==> src/rtl/cmd_link_pkg.sv <==
// Shared types and constants for the serial command link (receive side).
package cmd_link_pkg;

  // Command framing states.
  typedef enum logic {
    IDLE     = 1'b0,
    LOW_WAIT = 1'b1
  } state_e;

  // Receiver bit-level states inside the transceiver.
  typedef enum logic [1:0] {
    RX_IDLE  = 2'd0,
    RX_START = 2'd1,
    RX_DATA  = 2'd2,
    RX_STOP  = 2'd3
  } rx_state_e;

  localparam int CMD_W               = 16;
  localparam int DEFAULT_TIMEOUT_CYC = 1_000_000;

  // 7.3728 MHz system clock / 115200 baud.
  localparam int BAUD_CYC = 64;
  localparam int BAUD_W   = $clog2(BAUD_CYC);

endpackage

==> src/rtl/uart_cmd_wrapper_uart.sv <==
// Fixed-baud 8N1 UART transceiver. rx_rdy holds until cleared or a new
// start bit arrives; tx_done is a one-cycle pulse after the stop bit.
module uart_cmd_wrapper_uart
  import cmd_link_pkg::*;
(
  input  logic       clk_i,
  input  logic       rst_ni,
  input  logic       rx_i,
  output logic       tx_o,
  input  logic       clr_rx_rdy_i,
  output logic       rx_rdy_o,
  output logic [7:0] rx_data_o,
  input  logic       trmt_i,
  input  logic [7:0] tx_data_i,
  output logic       tx_done_o
);

  localparam logic [BAUD_W-1:0] FULL_BIT = BAUD_W'(BAUD_CYC - 1);
  localparam logic [BAUD_W-1:0] HALF_BIT = BAUD_W'(BAUD_CYC / 2 - 1);

  logic              rx_meta_q, rx_sync_q;
  rx_state_e         rx_st_q, rx_st_d;
  logic [BAUD_W-1:0] rx_cnt_q, rx_cnt_d;
  logic [2:0]        rx_bit_q, rx_bit_d;
  logic [7:0]        rx_shift_q, rx_shift_d;
  logic [7:0]        rx_data_q, rx_data_d;
  logic              rx_rdy_q, rx_rdy_d;
  logic              rx_tc;

  logic              tx_busy_q, tx_busy_d;
  logic [9:0]        tx_shift_q, tx_shift_d;
  logic [BAUD_W-1:0] tx_cnt_q, tx_cnt_d;
  logic [3:0]        tx_bit_q, tx_bit_d;
  logic              tx_done_q, tx_done_d;
  logic              tx_tc;

  assign rx_tc = (rx_cnt_q == '0);
  assign tx_tc = (tx_cnt_q == '0);

  // Two-flop synchroniser on the asynchronous serial input; idles high.
  always_ff @(posedge clk_i or negedge rst_ni) begin
    if (!rst_ni) begin
      rx_meta_q <= 1'b1;
      rx_sync_q <= 1'b1;
    end else begin
      rx_meta_q <= rx_i;
      rx_sync_q <= rx_meta_q;
    end
  end

  // Receiver: find start edge, sample every bit at its centre, LSB first.
  always_comb begin
    rx_st_d    = rx_st_q;
    rx_cnt_d   = rx_tc ? rx_cnt_q : rx_cnt_q - 1'b1;
    rx_bit_d   = rx_bit_q;
    rx_shift_d = rx_shift_q;
    rx_data_d  = rx_data_q;
    rx_rdy_d   = rx_rdy_q & ~clr_rx_rdy_i;
    case (rx_st_q)
      RX_IDLE: begin
        if (!rx_sync_q) begin
          rx_st_d  = RX_START;
          rx_cnt_d = HALF_BIT;
          rx_rdy_d = 1'b0;
        end
      end
      RX_START: begin
        if (rx_tc) begin
          if (rx_sync_q) begin
            rx_st_d = RX_IDLE;  // glitch, not a real start bit
          end else begin
            rx_st_d  = RX_DATA;
            rx_cnt_d = FULL_BIT;
            rx_bit_d = 3'd0;
          end
        end
      end
      RX_DATA: begin
        if (rx_tc) begin
          rx_shift_d = {rx_sync_q, rx_shift_q[7:1]};
          rx_cnt_d   = FULL_BIT;
          rx_bit_d   = rx_bit_q + 3'd1;
          if (rx_bit_q == 3'd7) rx_st_d = RX_STOP;
        end
      end
      RX_STOP: begin
        if (rx_tc) begin
          rx_st_d   = RX_IDLE;
          rx_data_d = rx_shift_q;
          rx_rdy_d  = 1'b1;
        end
      end
      default: rx_st_d = RX_IDLE;
    endcase
  end

  // Receiver state registers.
  always_ff @(posedge clk_i or negedge rst_ni) begin
    if (!rst_ni) begin
      rx_st_q    <= RX_IDLE;
      rx_cnt_q   <= '0;
      rx_bit_q   <= '0;
      rx_shift_q <= '0;
      rx_data_q  <= '0;
      rx_rdy_q   <= 1'b0;
    end else begin
      rx_st_q    <= rx_st_d;
      rx_cnt_q   <= rx_cnt_d;
      rx_bit_q   <= rx_bit_d;
      rx_shift_q <= rx_shift_d;
      rx_data_q  <= rx_data_d;
      rx_rdy_q   <= rx_rdy_d;
    end
  end

  // Transmitter: shift out {stop, data, start}, one bit per baud period.
  always_comb begin
    tx_busy_d  = tx_busy_q;
    tx_shift_d = tx_shift_q;
    tx_cnt_d   = tx_tc ? tx_cnt_q : tx_cnt_q - 1'b1;
    tx_bit_d   = tx_bit_q;
    tx_done_d  = 1'b0;
    if (!tx_busy_q) begin
      if (trmt_i) begin
        tx_busy_d  = 1'b1;
        tx_shift_d = {1'b1, tx_data_i, 1'b0};
        tx_cnt_d   = FULL_BIT;
        tx_bit_d   = 4'd0;
      end
    end else if (tx_tc) begin
      if (tx_bit_q == 4'd9) begin
        tx_busy_d = 1'b0;
        tx_done_d = 1'b1;
      end else begin
        tx_shift_d = {1'b1, tx_shift_q[9:1]};
        tx_cnt_d   = FULL_BIT;
        tx_bit_d   = tx_bit_q + 4'd1;
      end
    end
  end

  // Transmitter state registers.
  always_ff @(posedge clk_i or negedge rst_ni) begin
    if (!rst_ni) begin
      tx_busy_q  <= 1'b0;
      tx_shift_q <= '1;
      tx_cnt_q   <= '0;
      tx_bit_q   <= '0;
      tx_done_q  <= 1'b0;
    end else begin
      tx_busy_q  <= tx_busy_d;
      tx_shift_q <= tx_shift_d;
      tx_cnt_q   <= tx_cnt_d;
      tx_bit_q   <= tx_bit_d;
      tx_done_q  <= tx_done_d;
    end
  end

  assign tx_o      = tx_busy_q ? tx_shift_q[0] : 1'b1;
  assign rx_rdy_o  = rx_rdy_q;
  assign rx_data_o = rx_data_q;
  assign tx_done_o = tx_done_q;

endmodule

==> src/rtl/uart_cmd_wrapper.sv <==
// Receive-side command link: pairs two UART bytes (high then low) into a
// 16-bit command with a ready flag, and sends one-byte responses back.
//
//   state    | meaning
//   ---------+----------------------------------------------------
//   IDLE     | waiting for the high byte of a command
//   LOW_WAIT | high byte held, waiting for low byte; timer running
module uart_cmd_wrapper
  import cmd_link_pkg::*;
#(
  parameter  int TIMEOUT_CYC = DEFAULT_TIMEOUT_CYC,
  localparam int TO_W        = $clog2(TIMEOUT_CYC)
) (
  input  logic             clk,
  input  logic             rst_n,
  input  logic             RX,
  output logic             TX,
  input  logic             clr_cmd_rdy,
  output logic             cmd_rdy,
  output logic [CMD_W-1:0] cmd,
  input  logic             send_resp,
  input  logic [7:0]       resp,
  output logic             resp_sent,
  output logic             frame_err
);

  localparam logic [TO_W-1:0] TO_LAST = TO_W'(TIMEOUT_CYC - 1);

  logic             rx_rdy;
  logic [7:0]       rx_data;
  logic             clr_rx_rdy;
  logic             trmt;
  logic [7:0]       tx_data;
  logic             tx_done;

  state_e           state_q, state_d;
  logic [7:0]       high_byte_q, high_byte_d;
  logic [TO_W-1:0]  timer_q, timer_d;
  logic [CMD_W-1:0] cmd_q, cmd_d;
  logic             cmd_rdy_q, cmd_rdy_d;
  logic             tx_busy_q, tx_busy_d;
  logic             resp_sent_q, resp_sent_d;
  logic             to_tc;

  uart_cmd_wrapper_uart u_uart (
    .clk_i        (clk),
    .rst_ni       (rst_n),
    .rx_i         (RX),
    .tx_o         (TX),
    .clr_rx_rdy_i (clr_rx_rdy),
    .rx_rdy_o     (rx_rdy),
    .rx_data_o    (rx_data),
    .trmt_i       (trmt),
    .tx_data_i    (tx_data),
    .tx_done_o    (tx_done)
  );

  assign to_tc = (timer_q == TO_LAST);

  // Framing state register.
  always_ff @(posedge clk or negedge rst_n) begin
    if (!rst_n) state_q <= IDLE;
    else        state_q <= state_d;
  end

  // Next framing state; an arriving byte beats the timeout.
  always_comb begin
    state_d = state_q;
    case (state_q)
      IDLE:     if (rx_rdy)          state_d = LOW_WAIT;
      LOW_WAIT: if (rx_rdy || to_tc) state_d = IDLE;
      default:                       state_d = IDLE;
    endcase
  end

  // Framing outputs and datapath next values.
  always_comb begin
    clr_rx_rdy  = rx_rdy;
    frame_err   = 1'b0;
    high_byte_d = high_byte_q;
    timer_d     = timer_q;
    cmd_d       = cmd_q;
    // set on completion below overrides this clear
    cmd_rdy_d   = cmd_rdy_q & ~clr_cmd_rdy;
    case (state_q)
      IDLE: begin
        if (rx_rdy) begin
          high_byte_d = rx_data;
          timer_d     = '0;
          cmd_rdy_d   = 1'b0;
        end
      end
      LOW_WAIT: begin
        if (rx_rdy) begin
          cmd_d     = {high_byte_q, rx_data};
          cmd_rdy_d = 1'b1;
        end else if (to_tc) begin
          frame_err   = 1'b1;
          high_byte_d = '0;
          timer_d     = '0;
        end else begin
          timer_d = timer_q + 1'b1;
        end
      end
      default: ;
    endcase
  end

  // Framing datapath registers.
  always_ff @(posedge clk or negedge rst_n) begin
    if (!rst_n) begin
      high_byte_q <= '0;
      timer_q     <= '0;
      cmd_q       <= '0;
      cmd_rdy_q   <= 1'b0;
    end else begin
      high_byte_q <= high_byte_d;
      timer_q     <= timer_d;
      cmd_q       <= cmd_d;
      cmd_rdy_q   <= cmd_rdy_d;
    end
  end

  // Response launch and completion tracking; requests while busy are dropped.
  always_comb begin
    trmt        = send_resp & ~tx_busy_q;
    tx_data     = resp;
    tx_busy_d   = tx_busy_q;
    resp_sent_d = resp_sent_q;
    if (tx_done) begin
      tx_busy_d   = 1'b0;
      resp_sent_d = 1'b1;
    end
    if (trmt) begin
      tx_busy_d   = 1'b1;
      resp_sent_d = 1'b0;
    end
  end

  // Response path registers.
  always_ff @(posedge clk or negedge rst_n) begin
    if (!rst_n) begin
      tx_busy_q   <= 1'b0;
      resp_sent_q <= 1'b0;
    end else begin
      tx_busy_q   <= tx_busy_d;
      resp_sent_q <= resp_sent_d;
    end
  end

  assign cmd       = cmd_q;
  assign cmd_rdy   = cmd_rdy_q;
  assign resp_sent = resp_sent_q;

endmodule

==> config.mk <==
export PLATFORM = sky130hd
export DESIGN_NAME = uart_cmd_wrapper
export DESIGN_NICKNAME = d
export VERILOG_FILES = /design/src/rtl/cmd_link_pkg.sv /design/src/rtl/uart_cmd_wrapper_uart.sv /design/src/rtl/uart_cmd_wrapper.sv
export SDC_FILE = /design/constraint.sdc
export NUM_CORES = 1
export LEC_CHECK = 0
export BUFFER_PORTS_ARGS = -buffer_cell sky130_fd_sc_hd__buf_2
export CORE_MARGIN = 2
export CORE_UTILIZATION = 60
export DETAILED_ROUTE_END_ITERATION = 12
export GPL_TIMING_DRIVEN = 0
export PLACE_DENSITY = 0.88
export SYNTH_ARGS = -nofsm -noshare
export SYNTH_HDL_FRONTEND = slang
export SYNTH_SLANG_ARGS = --single-unit
==> constraint.sdc <==
create_clock -name clk -period 3.24 [get_ports clk]
set_input_delay 0.486 -clock clk [delete_from_list [all_inputs] [get_ports clk]]
set_output_delay 0.486 -clock clk [all_outputs]
set_load 0.01 [all_outputs]
* After elaboration in Yosys (flattened, before gate mapping)
Index checks and enable logic that the tools add are counted.
** Word-level totals
- Output and inout port bits :: 20
- Input port bits :: 13
- Register bits after elaboration :: 100
** Operators by class
- Equality and inequality tests :: 17
- Reduce and logical (&&, ||, !) cells :: 15
- Bitwise operators :: 5
- Add/subtract/negate cells :: 5
- Muxes and demuxes :: 61
** Operators by type and width (count)
- $mux W20 :: 3
- $mux W6 :: 10
- $mux W10 :: 4
- $pmux W20 S2 :: 1
- $mux W8 :: 3
- $mux W1 :: 21
- $add A20 B1 Y20 const B :: 1
- $eq A20 B20 Y1 const B :: 1
- $pmux W6 S3 :: 1
- $mux W4 :: 4
- $pmux W8 S2 :: 1
- $logic_not A6 Y1 :: 2
- $mux W2 :: 6
- $ne A2 B1 Y1 const B :: 6
- $sub A6 B1 Y6 const B :: 2
- $ne A2 B2 Y1 const B :: 5
- $mux W3 :: 3
- $pmux W2 S4 :: 1
- $reduce_and A2 Y1 :: 4
- $pmux W3 S2 :: 1
- $reduce_and A3 Y1 :: 2
- $reduce_bool A2 Y1 :: 3
- $reduce_and A5 Y1 :: 1
- $add A4 B1 Y4 const B :: 1
- other kinds (11) :: 16

* Depth between registers and ports, before layout
- Depth after elaboration :: 5
- Mapped depth :: 10

* Hierarchy
From an unflattened synthesis, not the netlist that was laid out.
** Second synthesis, totals
- Cell total of the unflattened synthesis :: 425
- Area total of the unflattened synthesis :: 4719.5 µm²
** By module, submodules not included
- uart_cmd_wrapper_uart :: area each 2457.4 µm², times used 1, cells each 220, sequential area each 1290.0 µm²
- uart_cmd_wrapper :: area each 2262.2 µm², times used 1, cells each 205, sequential area each 1201.2 µm²

* Least setup slack after synthesis
Ideal clock, no wire load.
- Path kind :: register to output
- From :: register timer_q[3]
- To :: output frame_err
- Arrival time :: 1.643 ns
- Slack :: 1.111 ns
- Cell stages (with the launch flop) :: 5
- Cell sequence :: dfrtp_1 > nand2_1 > or3_1 > nor4b_1 > nor4bb_1
** On the way
- Cells in the longest elaborated chain, start to end :: 4
** RTL lines
- start: declaration :: line uart_cmd_wrapper.sv:38 : logic [TO_W-1:0] timer_q, timer_d;
- start signal: assignment :: line uart_cmd_wrapper.sv:118 : timer_q <= timer_d;
- $eq A20 B20 Y1 :: line uart_cmd_wrapper.sv:58 : assign to_tc = (timer_q == TO_LAST);
- $mux W1 :: line uart_cmd_wrapper.sv:97 : end else if (to_tc) begin
- $mux W1 :: line uart_cmd_wrapper.sv:94 : if (rx_rdy) begin
- $mux W1 :: line uart_cmd_wrapper.sv:85 : case (state_q)
- end: declaration :: line uart_cmd_wrapper.sv:24 : output logic frame_err
Every way passes these cells.

* Worst setup path after layout
Same ends and word-level chain as after synthesis.

==> impl_metrics.ini <==
[sta]
fmax_mhz = 375
slew_headroom_pct = 51.6
whs_ns = 0.0503
setup_tns_ns = 0
finalSetupViolations = 0
rsz0062_at_grt = no
finalHoldViolCount = 0
min_period_ns = 2.66
worstMarginPinSlew_ns = 0.720
fin_skew_ns = 0.0200
period_share_pct = 82.2
drv_slew = 0

[detailed_routing]
drc = 0
avgViaCountPerCell = 5.78
vias = 3250
wl_um = 8660
antenna_left = 0
post_drt_wl_per_cell_um = 15.4
drtPass1Iterations = 5
drt_iter0_drc = 197

[clocking]
cts_root_buffer = clkbuf_8
postCtsSetupBuffers = 0
cts_buffer_depth = 2
cts_max_level = 3
cts.hold.buffers_added = 0
clk_latency_ns = 0.36
clkTransAtPathRegs_ns = 0.10
numCtsBuffers = 9
cts.repair.resized = 0
cts_tree = built
cts_sinks = 99

[logic_synthesis]
ys_seq_elements = 99
syn_inst = 414
synthFlopType = dfrtp_1
syn_area_um2 = 4570
ys_async_sr_fraction_pct = 100
yosysUniqueCellTypes = 52
syn_area_per_cell_um2 = 11.0
synth_edf_count = 0
yosys_warnings = 0
yosysSeqAreaShare_pct = 54.5
synth_fp_nets = 438

[global_route]
grt_pass1_wl_um = 14800
grt_max_degree = 68
antenna_found_initial = 0
first_global_vias = 3205
gr-total-overflow = 0
grt_usage_pct = 22.2

[die]
ios = 33
start_util_pct = 62.4
die_area_um2 = 8330
core_area_um2 = 7330
die_x_um = 91.3
fp.dieH_um = 91.3
rows = 31

[worst_setup_path]
crit_fanout = 4
critical_path_class = reg -> out
start_kind = flip-flop
end_kind = primary output
worst_ep_required_time_ns = 2.75
cp.arrival_ns = 2.18

[cells_and_area]
nets = 482
layout-drive-gt1-share_pct = 22.5
insertedDiodeCount = 0
syn_to_final_growth_pct = 10.7

[status]
outcome = finished clean

[worst_hold_path]
hp-class = in -> async

[pwr]
p_leak_nw = 2.39
p_per_area_nw_per_um2 = 480
ir_drop_mv = 0.284

[place]
place.gp.congestion = 0.878
port_buffers = 32
dpl.hpwl_um = 6090

[job]
maxCapViolations = 0
-- kinds of logic after synthesis --
group	count (synthesis)	share of synthesized area, %
AOI/OAI and AO/OA	93	12.5
xor gates and xnor gates	18	3.45
adders and majority gates	11	3.01
buffers and inverters	52	4.54
DFF	99	54.5
muxes	35	8.54
and+or+nand+nor	106	13.5
-- critical path: stages, from the launching register on --
cell,delay [ns]
dfrtp_1,0.45
nand2_1,0.15
or3_1,0.43
nor4b_1,0.28
nor4bb_1,0.32
buf_2,0.18
-- where the power goes --
part,internal [W],total [W],switching [W],leakage (nW)
clock network,0.000286,0.000719,0.000432,0.0837
registers,0.00129,0.00135,0.0000578,1.28
logic,0.000140,0.000361,0.000221,1.02
-- sequential cells by signal (all words and copies together), names as in the netlist, 3 cells and up, named ones only --
register,count
u_uart.tx_cnt_q,6
u_uart.rx_bit_q,3
u_uart.tx_shift_q,9
cmd,16
u_uart.rx_shift_q,8
u_uart.tx_bit_q,4
u_uart.rx_cnt_q,6
u_uart.rx_data_o,8
high_byte_q,8
timer_q,20
-- cell type report --
class	count	area [um^2]
flip-flops and latches	99	2490
fillers	528	2270
clock inverters	6	46.3
plain buffers	17	76.3
multi-input cells	263	1870
inverters	35	131
clock buffers	10	128
repair buffers	33	190
well taps	99	124
-- cell usage in the layout (no fill, tap or decap), types with 6 or more instances in the layout --
cell type,count
nor2_1,15
inv_1,35
xnor2_1,12
or3_1,8
mux2_2,32
xor2_1,6
dfrtp_1,88
nor3_1,6
o22ai_1,9
buf_2,35
clkbuf_1,11
ha_1,11
o21ai_0,28
a2bb2oi_1,8
nand2_1,22
nand3_1,12
dfstp_2,11
clkbuf_8,9
a22oi_1,6
a21oi_1,27
-- per-stage QoR --
stage | cells | utilization, % | instance area, um^2 | total power (W) | setup WS (ns)
after global placement | 545 | 66.2 | 4860 | 0.00170 | 0.772
after CTS | 562 | 69.0 | 5060 | 0.00244 | 0.558
after detailed placement | 546 | 66.6 | 4890 | 0.00173 | 0.970
after global routing | 562 | 69.0 | 5060 | 0.00256 | 0.305
after floorplan | 414 | - | 4570 | 0.00161 | 1.11
final | 562 | 69.0 | 5060 | 0.00243 | 0.577
-- path summary, 6_finish.rpt --
kind | start | to | slack [ns] | cells past startpoint
worst max-delay path | timer_q[3] | frame_err | 0.58 | 5
worst min-delay path | rst_n | high_byte_q[3] | 0.05 | 1
worst max register to register | state_q | timer_q[19] | 0.95 | 7
worst min register to register | u_uart.rx_meta_q | u_uart.rx_sync_q | 0.36 | 0
max in group asynchronous | rst_n | u_uart.rx_meta_q | 2.48 | 2
min in group clk | RX | u_uart.rx_meta_q | 0.23 | 1
-- synth_stat cells (all sizes together) (9+ instances only) --
master   n  area share [%]
a21oi   27             3.0
clkbuf  11            0.99
dfrtp   88              48
dfstp   11             6.3
ha      11             3.0
inv     35             2.9
mux2    32             7.9
nand2   22             1.8
nand3   13             1.5
nor2    16             1.5
o21ai   29             3.3
o22ai    9             1.2
xnor2   12             2.3
-- per-layer routing --
layer  wire length, um  up-vias  GRT usage (%)
met2              4400       89           37.7
met1              3800     1583           28.3
met4               113        0           6.06
met3               347       13           5.73
li1                  -     1565              -
met5                 0        -              0
No activity file was read; power rests on OpenSTA's default activity.
